==> src/rtl/tm1637_driver_if.sv <==
// TM1637 two-wire bus: push-pull CLK, open-drain DIO enable and the sampled DIO pin.
interface tm1637_driver_if;
   logic tm_clk;
   logic tm_dio_oe;
   logic tm_dio_in;

   modport master (
      output tm_clk,
      output tm_dio_oe,
      input  tm_dio_in
   );

   modport slave (
      input  tm_clk,
      input  tm_dio_oe,
      output tm_dio_in
   );
endinterface

==> src/rtl/tm1637_driver.sv <==
// Continuously refreshes a TM1637 4-digit display from four segment bytes.
// Each frame: data command, address + four digits, display control, then an idle gap.
module tm1637_driver #(
   parameter int unsigned TICK_DIV    = 125,
   parameter int unsigned REFRESH_GAP = 2000
) (
   input  logic            clock,
   input  logic            reset_n,
   input  logic [7:0]      data_one,
   input  logic [7:0]      data_two,
   input  logic [7:0]      data_three,
   input  logic [7:0]      data_four,
   input  logic [2:0]      brightness,
   input  logic            display_on,
   tm1637_driver_if.master bus,
   output logic            busy,
   output logic            frame_done,
   output logic            ack_err
);

   localparam int unsigned CntW = (TICK_DIV > 1) ? $clog2(TICK_DIV) : 1;
   localparam int unsigned GapW = $clog2(REFRESH_GAP + 1);
   localparam logic [CntW-1:0] CntMax  = CntW'(TICK_DIV - 1);
   localparam logic [GapW-1:0] GapLoad = GapW'(REFRESH_GAP);

   typedef enum logic [2:0] {StGap, StStart, StBit, StAck, StStop} state_e;

   state_e          state_q, state_d;
   logic [CntW-1:0] cnt_q, cnt_d;
   logic [GapW-1:0] gap_q, gap_d;
   logic [1:0]      ph_q, ph_d;
   logic [2:0]      bit_q, bit_d;
   logic [2:0]      byte_q, byte_d;
   logic [7:0]      sh_one_q, sh_two_q, sh_three_q, sh_four_q;
   logic [2:0]      sh_bright_q;
   logic            sh_on_q;
   logic            clk_q, clk_d;
   logic            oe_q, oe_d;
   logic            busy_q, busy_d;
   logic            done_q, done_d;
   logic            err_q, err_d;
   logic            tick;
   logic            latch;
   logic            txn_end;
   logic [7:0]      cur_byte;

   assign tick    = (cnt_q == CntMax);
   assign cnt_d   = tick ? '0 : cnt_q + CntW'(1);
   // Bytes 0, 5 and 6 close the three transactions of a frame.
   assign txn_end = (byte_q == 3'd0) || (byte_q == 3'd5) || (byte_q == 3'd6);

   always_comb begin
      cur_byte = sh_on_q ? {5'b10001, sh_bright_q} : 8'h80;
      case (byte_q)
         3'd0:    cur_byte = 8'h40;
         3'd1:    cur_byte = 8'hC0;
         3'd2:    cur_byte = sh_four_q;
         3'd3:    cur_byte = sh_three_q;
         3'd4:    cur_byte = sh_two_q;
         3'd5:    cur_byte = sh_one_q;
         default: ;
      endcase
   end

   always_comb begin
      state_d = state_q;
      gap_d   = gap_q;
      ph_d    = ph_q;
      bit_d   = bit_q;
      byte_d  = byte_q;
      clk_d   = clk_q;
      oe_d    = oe_q;
      busy_d  = busy_q;
      done_d  = 1'b0;
      err_d   = err_q;
      latch   = 1'b0;
      if (tick) begin
         unique case (state_q)
            StGap: begin
               if (gap_q <= GapW'(1)) begin
                  latch   = 1'b1;
                  state_d = StStart;
                  ph_d    = 2'd0;
                  byte_d  = 3'd0;
               end else begin
                  gap_d = gap_q - GapW'(1);
               end
            end
            StStart: begin
               if (ph_q == 2'd0) begin
                  oe_d = 1'b1;
                  if (byte_q == 3'd0) busy_d = 1'b1;
                  ph_d = 2'd1;
               end else begin
                  clk_d   = 1'b0;
                  state_d = StBit;
                  ph_d    = 2'd0;
                  bit_d   = 3'd0;
               end
            end
            StBit: begin
               case (ph_q)
                  2'd0: begin clk_d = 1'b0; ph_d = 2'd1; end
                  2'd1: begin oe_d = ~cur_byte[bit_q]; ph_d = 2'd2; end
                  default: begin
                     clk_d = 1'b1;
                     ph_d  = 2'd0;
                     if (bit_q == 3'd7) state_d = StAck;
                     else               bit_d   = bit_q + 3'd1;
                  end
               endcase
            end
            StAck: begin
               ph_d = ph_q + 2'd1;
               case (ph_q)
                  2'd0: clk_d = 1'b0;
                  2'd1: oe_d  = 1'b0;
                  2'd2: clk_d = 1'b1;
                  default: begin
                     err_d = err_q | bus.tm_dio_in;
                     if (txn_end) begin
                        state_d = StStop;
                     end else begin
                        state_d = StBit;
                        bit_d   = 3'd0;
                        byte_d  = byte_q + 3'd1;
                     end
                  end
               endcase
            end
            StStop: begin
               ph_d = ph_q + 2'd1;
               case (ph_q)
                  2'd0: clk_d = 1'b0;
                  2'd1: oe_d  = 1'b1;
                  2'd2: clk_d = 1'b1;
                  default: begin
                     oe_d = 1'b0;
                     if (byte_q == 3'd6) begin
                        busy_d  = 1'b0;
                        done_d  = 1'b1;
                        state_d = StGap;
                        gap_d   = GapLoad;
                     end else begin
                        state_d = StStart;
                        byte_d  = byte_q + 3'd1;
                     end
                  end
               endcase
            end
            default: state_d = StGap;
         endcase
      end
   end

   always_ff @(posedge clock) begin
      if (!reset_n) begin
         state_q     <= StGap;
         cnt_q       <= '0;
         gap_q       <= GapLoad;
         ph_q        <= 2'd0;
         bit_q       <= 3'd0;
         byte_q      <= 3'd0;
         clk_q       <= 1'b1;
         oe_q        <= 1'b0;
         busy_q      <= 1'b0;
         done_q      <= 1'b0;
         err_q       <= 1'b0;
         sh_one_q    <= 8'h00;
         sh_two_q    <= 8'h00;
         sh_three_q  <= 8'h00;
         sh_four_q   <= 8'h00;
         sh_bright_q <= 3'd0;
         sh_on_q     <= 1'b0;
      end else begin
         state_q <= state_d;
         cnt_q   <= cnt_d;
         gap_q   <= gap_d;
         ph_q    <= ph_d;
         bit_q   <= bit_d;
         byte_q  <= byte_d;
         clk_q   <= clk_d;
         oe_q    <= oe_d;
         busy_q  <= busy_d;
         done_q  <= done_d;
         err_q   <= err_d;
         if (latch) begin
            sh_one_q    <= data_one;
            sh_two_q    <= data_two;
            sh_three_q  <= data_three;
            sh_four_q   <= data_four;
            sh_bright_q <= brightness;
            sh_on_q     <= display_on;
         end
      end
   end

   assign bus.tm_clk    = clk_q;
   assign bus.tm_dio_oe = oe_q;
   assign busy          = busy_q;
   assign frame_done    = done_q;
   assign ack_err       = err_q;

endmodule
==> src/flat_wrapper.sv <==
// flat-port wrapper written by rule: the top's interface ports become plain ports
module tm1637_driver_flat 
#(
   parameter int unsigned TICK_DIV    = 125,
   parameter int unsigned REFRESH_GAP = 2000
)
  (clock, reset_n, data_one, data_two, data_three, data_four, brightness, display_on, busy, frame_done, ack_err, bus_tm_clk, bus_tm_dio_oe, bus_tm_dio_in);
  tm1637_driver_if bus_i ();
  input  logic clock;
  input  logic reset_n;
  input  logic [7:0] data_one;
  input  logic [7:0] data_two;
  input  logic [7:0] data_three;
  input  logic [7:0] data_four;
  input  logic [2:0] brightness;
  input  logic display_on;
  output logic busy;
  output logic frame_done;
  output logic ack_err;
  output wire logic [$bits(bus_i.tm_clk)-1:0] bus_tm_clk;
  output wire logic [$bits(bus_i.tm_dio_oe)-1:0] bus_tm_dio_oe;
  input wire logic [$bits(bus_i.tm_dio_in)-1:0] bus_tm_dio_in;
  assign bus_tm_clk = bus_i.tm_clk;
  assign bus_tm_dio_oe = bus_i.tm_dio_oe;
  assign bus_i.tm_dio_in = bus_tm_dio_in;
  tm1637_driver #(.TICK_DIV(TICK_DIV), .REFRESH_GAP(REFRESH_GAP)) u_core (.clock(clock), .reset_n(reset_n), .data_one(data_one), .data_two(data_two), .data_three(data_three), .data_four(data_four), .brightness(brightness), .display_on(display_on), .bus(bus_i), .busy(busy), .frame_done(frame_done), .ack_err(ack_err));
endmodule
==> config.mk <==
export PLATFORM = sky130hd
export DESIGN_NAME = tm1637_driver_flat
export DESIGN_NICKNAME = d
export VERILOG_FILES = /design/src/rtl/tm1637_driver_if.sv /design/src/rtl/tm1637_driver.sv /design/src/flat_wrapper.sv
export SDC_FILE = /design/constraint.sdc
export NUM_CORES = 1
export LEC_CHECK = 0
export ABC_AREA = 0
export BUFFER_PORTS_ARGS = -buffer_cell sky130_fd_sc_hd__buf_2
export CAP_MARGIN = 20
export CORE_ASPECT_RATIO = 0.8
export CORE_MARGIN = 2
export CORE_UTILIZATION = 59
export CTS_CLUSTER_SIZE = 40
export DETAILED_ROUTE_END_ITERATION = 7
export GPL_TIMING_DRIVEN = 1
export PLACE_DENSITY_LB_ADDON = 0.25
export SYNTH_ARGS = -nofsm -noshare
export SYNTH_HDL_FRONTEND = slang
export SYNTH_SLANG_ARGS = --single-unit
==> constraint.sdc <==
create_clock -name clock -period 3.3 [get_ports clock]
set_clock_uncertainty 0.2 [all_clocks]
set_input_delay 0.495 -clock clock [delete_from_list [all_inputs] [get_ports clock]]
set_output_delay 0.495 -clock clock [all_outputs]
set_load 0.02 [all_outputs]
After elaboration in Yosys (flattened, before gate mapping)
Cells that the tools add are included.
Cells by class
  bitwise operators: 6
  muxes and demuxes: 51
  add/sub/neg operators: 5
  order comparisons: 2
  reduce and logical (&&, ||, !) cells: 27
  eq/ne operators: 32
Operator list (number)
  3-bit two-way mux: 17
  8-bit one-hot mux with 6 select lines: 1
  11-bit two-way mux: 3
  11-bit one-hot mux with 2 select lines: 1
  7-bit AND reduction: 3
  2-bit inequality test, second input constant: 10
  3-bit one-hot mux with 3 select lines: 2
  3-bit == test, second input constant: 5
  1-bit two-way mux: 15
  3-bit one-hot mux with 5 select lines: 1
  2-bit by 1-bit inequality test with 1-bit output, second input constant: 7
  3-bit by 2-bit == test with 1-bit output, second input constant: 4
  6-bit AND reduction: 2
  11-bit by 1-bit less-or-equal comparator with 1-bit output, second input constant: 1
  11-bit by 1-bit subtractor with 11-bit output, second input constant: 1
  5-bit AND reduction: 2
  3-bit nonzero test: 3
  1-bit one-hot mux with 2 select lines: 4
  2-bit one-hot mux with 4 select lines: 1
  4-bit nonzero test: 2
  2-bit OR reduction: 4
  7-bit by 1-bit adder with 7-bit output, second input constant: 1
  7-bit == test, second input constant: 1
  3-bit by 1-bit adder with 3-bit output, second input constant: 2
  other kinds (21): 30
Storage, ports and cells
  word-level logic and storage cells: 140
  register bits after elaboration: 70

Logic depth before layout (Yosys ltp)
  word-level depth: 7
  depth in mapped cells: 10
  depth with buffers taken out: 7

Worst setup path before layout
OpenSTA, ideal clock, no wires.
  kind: flip-flop to flip-flop
  start: register u_core.ph_q[0]
  end: register u_core.oe_q, in the netlist u_core.bus.tm_dio_oe
  setup slack: 1.010 ns
  buffers on the path: 1
  stages on the path, launching flop included: 9
  required time: 3.026 ns
  data arrival time: 2.015 ns
  period minus slack after synthesis: 2.290 ns
  setup time: 0.074 ns
  cell sequence: dfxtp_1 inv_1 ha_1 clkbuf_1 or4b_2 a21oi_1 o221a_2 o2111ai_1 o21ai_0
On the way
  cells in the longest elaborated chain, start to end: 4
  elaborated cells on any way between the ends: 11
RTL lines
  start: declaration: RTL line tm1637_driver.sv:31  | logic [1:0] ph_q, ph_d;
  start signal: assignment: RTL line tm1637_driver.sv:179  | ph_q <= ph_d;
  2-bit == test or 2-bit logical NOT (tied branches): RTL line tm1637_driver.sv:133, tm1637_driver.sv:90
  2-bit OR reduction (no line)
  1-bit one-hot mux with 2 select lines or 2-bit inequality test (tied branches)
  1-bit one-hot mux with 4 select lines or 6-bit AND reduction (tied branches)
  end signal: assignment: RTL line tm1637_driver.sv:165  | oe_q <= 1'b0;
  end signal: assignment: RTL line tm1637_driver.sv:183  | oe_q <= oe_d;
  end: declaration: RTL line tm1637_driver.sv:38  | logic oe_q, oe_d;
Parallel ways exist; a longest one is shown, timed or not.
A chain may end at the register's enable or synchronous reset.

Worst setup path after layout
  start: register u_core.byte_q[2]
  end: register u_core.oe_q, in the netlist u_core.bus.tm_dio_oe
On the way
  cells in the longest elaborated chain, start to end: 7
  elaborated cells on any way between the ends: 12
RTL lines
  start: declaration: RTL line tm1637_driver.sv:33  | logic [2:0] byte_q, byte_d;
  start signal: assignment: RTL line tm1637_driver.sv:181  | byte_q <= byte_d;
  3-bit == test (tied with other cells): RTL line tm1637_driver.sv:54  | case (byte_q)
  8-bit one-hot mux with 6 select lines *: RTL line tm1637_driver.sv:54
  1-bit binary-select mux with 3-bit select *: RTL line tm1637_driver.sv:104  | 2'd1: begin oe_d = ~cur_byte[bit_q]; ph_d = 2'd2; end
  1-bit two-way mux (not written as such) *: RTL line tm1637_driver.sv:104
  1-bit inverter *: RTL line tm1637_driver.sv:104
  1-bit two-way mux *: RTL line tm1637_driver.sv:102  | case (ph_q)
  1-bit one-hot mux with 4 select lines *: RTL line tm1637_driver.sv:78  | unique case (state_q)
Mark *: on every way between the ends. The rest lies on a longest branch, timed or not. The select of a mux whose other input is x is not followed.

==> qor.csv <==
metric,value,unit
place_area,4220,sq um
die_area,7490,sq um
antenna_left,0,
end_kind,register,
syn_nets,526,
yosys_warnings,0,
final_common_cell,dfxtp_1,
ys_ff_latch,70,
clk_pin_slew,0.08,ns
hold_violations,0,
rows,26,
layout_setup_ws,0.714,ns
yosys-top-cells-area,"dfxtp_1, a21oi_2, nand2_1, ha_1, nand2_2",
final_cell_mix,"dfxtp_1, nand2_1, buf_2, nand2_2, a21oi_2",
antenna_found_initial,0,
final_core_util,0.700,
required,3.38,ns
crit_fanout,14,
drt_wl_total,9330,um
post_cts_buffers,0,
slew_violations,0,
vias,3481,
slew-limit-headroom,0.517,
core,6470,sq um
setup-tns-final,0,ns
yosysSeqAreaShare,0.349,
ctsResizeCount,0,
grt_start_max_net_pins,37,
synth_cell_types,71,
max-vdd-ir-drop,0.296,mV
place_inst,571,
avgSynthCellArea,8.55,sq um
drv_cap,0,
cts_tree,yes,
stdcell_area,4530,sq um
worstSkewPairLatency,0.35,ns
rr_worst_depth,7,
hold_slack,0.177,ns
rsz0062_at_grt,no,
fp.dieW,96.2,um
place_congestion,0.857,
synth_largest_area_cell,dfxtp_1,
drt_iter0_drc,383,
htree_levels,3,
setup_viol,0,
worst_pin_slew,0.724,ns
initial_core_util,0.620,
io_buffer_count,43,
path_class,register to register,
cts-buffers-inserted,9,
synth_ff_type,dfxtp_1,
async_reset_ff_frac,0,
syn_area,4020,sq um
start_kind,register,
netlist.area_leader.share,0.349,
p_leak,1.55,nW
period_share,0.784,
place_ws,0.811,ns
grt-ovfl-total,0,
synth_edf_count,0,
outcome,completed,
cts-root-buf,clkbuf_8,
clockBufferDepth,2,
cts_hold_buf,0,
drive_above_1_share,0.288,
power_density,437,nW/um^2
syn-instance-count,470,
grt_pass1_vias,3190,
holdPathStages,3,
area_delta_synth_final,12.9,%
ioPinCount,44,
die_h,77.8,um
fin_crit,2.59,ns
grt_pass1_wl,15700,um
hpwl,6390,um
post_drt_wl_per_cell,15.9,um
clock-sinks,70,
total_power,1.98,mW
crit_arrival,2.66,ns
grt.total_usage,0.269,
num-fill-cells,502,
final_nets,554,
max_freq,0.387,GHz
min_path_type,input pin to register,
finalNonFillerCells,587,
n_antenna_cell,0,
drcViolationCount,0,
via_per_inst,5.93,
firstDrtPassIters,6,
-- worst max-delay path: stages, from the launching register on --
cell and delay [ns]:
dfxtp_1 0.53, clkinv_1 0.30, ha_1 0.36, nor3_1 0.42, and2_1 0.26, nand4bb_1 0.14, o2111ai_1 0.13, o21ai_0 0.16
-- cells in the mapped netlist (3+ instances only) --
cell / number
ha_1: 17
a211oi_1: 5
o2111ai_1: 5
or4_1: 3
xor2_1: 7
mux2i_1: 9
nand2_2: 30
nor4_1: 4
dfxtp_1: 70
nand2_1: 64
a21oi_1: 27
nor2_1: 25
a22oi_1: 7
nand3b_1: 5
o21ai_0: 11
nor3_1: 7
clkbuf_1: 16
buf_2: 9
and3_1: 3
xnor2_1: 3
a41oi_1: 3
nand2b_1: 10
o221ai_1: 3
o211ai_1: 4
or2_2: 4
buf_6: 4
a21oi_2: 30
nand3_1: 13
or3b_2: 3
inv_1: 13
or3_1: 7
-- report_power, final --
group | switching (mW) | leakage, nW | total (mW) | internal, mW
clock network | 0.326 | 0.157 | 1.08 | 0.752
logic | 0.0306 | 0.826 | 0.0545 | 0.0239
registers | 0.00317 | 0.564 | 0.850 | 0.847
-- registers in the layout (all words and copies together), names as in the netlist --
register and cells:
u_core.sh_on_q 1, u_core.sh_one_q 8, u_core.sh_four_q 8, u_core.state_q 3, u_core.bit_q 3, u_core.cnt_q 7
u_core.sh_bright_q 3, u_core.busy 1, u_core.byte_q 3, u_core.ph_q 2, u_core.ack_err 1, u_core.sh_two_q 8
u_core.gap_q 11, u_core.bus.tm_clk 1, u_core.bus.tm_dio_oe 1, u_core.sh_three_q 8, u_core.frame_done 1
-- area by class of cell --
type                            instances  area [sq um]  area share
Multi-Input combinational cell        354          2400       0.530
Sequential cell                        70          1400       0.309
Timing Repair Buffer                   48           253      0.0557
Clock inverter                          6           180      0.0397
Clock buffer                           10           138      0.0304
Tap cell                               84           105      0.0232
Inverter                               15          56.3      0.0124
-- path summary, 6_finish.rpt --
check	start	endpoint	slack (ns)
max	u_core.byte_q[2]$_SDFFE_PN0P_	u_core.bus.tm_dio_oe$_SDFFE_PN0P_	0.71
max reg2reg	u_core.byte_q[2]$_SDFFE_PN0P_	u_core.bus.tm_dio_oe$_SDFFE_PN0P_	0.71
min reg2reg	u_core.sh_one_q[1]$_SDFFE_PN0P_	u_core.sh_one_q[1]$_SDFFE_PN0P_	0.25
min	display_on	u_core.sh_on_q$_SDFFE_PN0P_	0.18
-- per-layer routing --
metal | up-vias | routed length, um | share of wire | GRT usage
li1 | 1730 | - | - | -
met4 | 0 | 153 | 0.016 | 0.0943
met5 | - | 0 | 0 | 0
met1 | 1605 | 4530 | 0.49 | 0.402
met2 | 129 | 3990 | 0.43 | 0.376
met3 | 17 | 658 | 0.071 | 0.0612
-- cell families after synthesis --
family                   count (synthesis)  synth area share
multiplexers                             9            0.0224
buffers and inverters                   46            0.0533
AND/OR/NAND/NOR                        197             0.271
AO/OA/AOI/OAI                          121             0.230
XOR/XNOR                                10            0.0218
adder cells (fa/ha/maj)                 17            0.0530
flip-flops                              70             0.349
(Power assumes the default switching activity.)
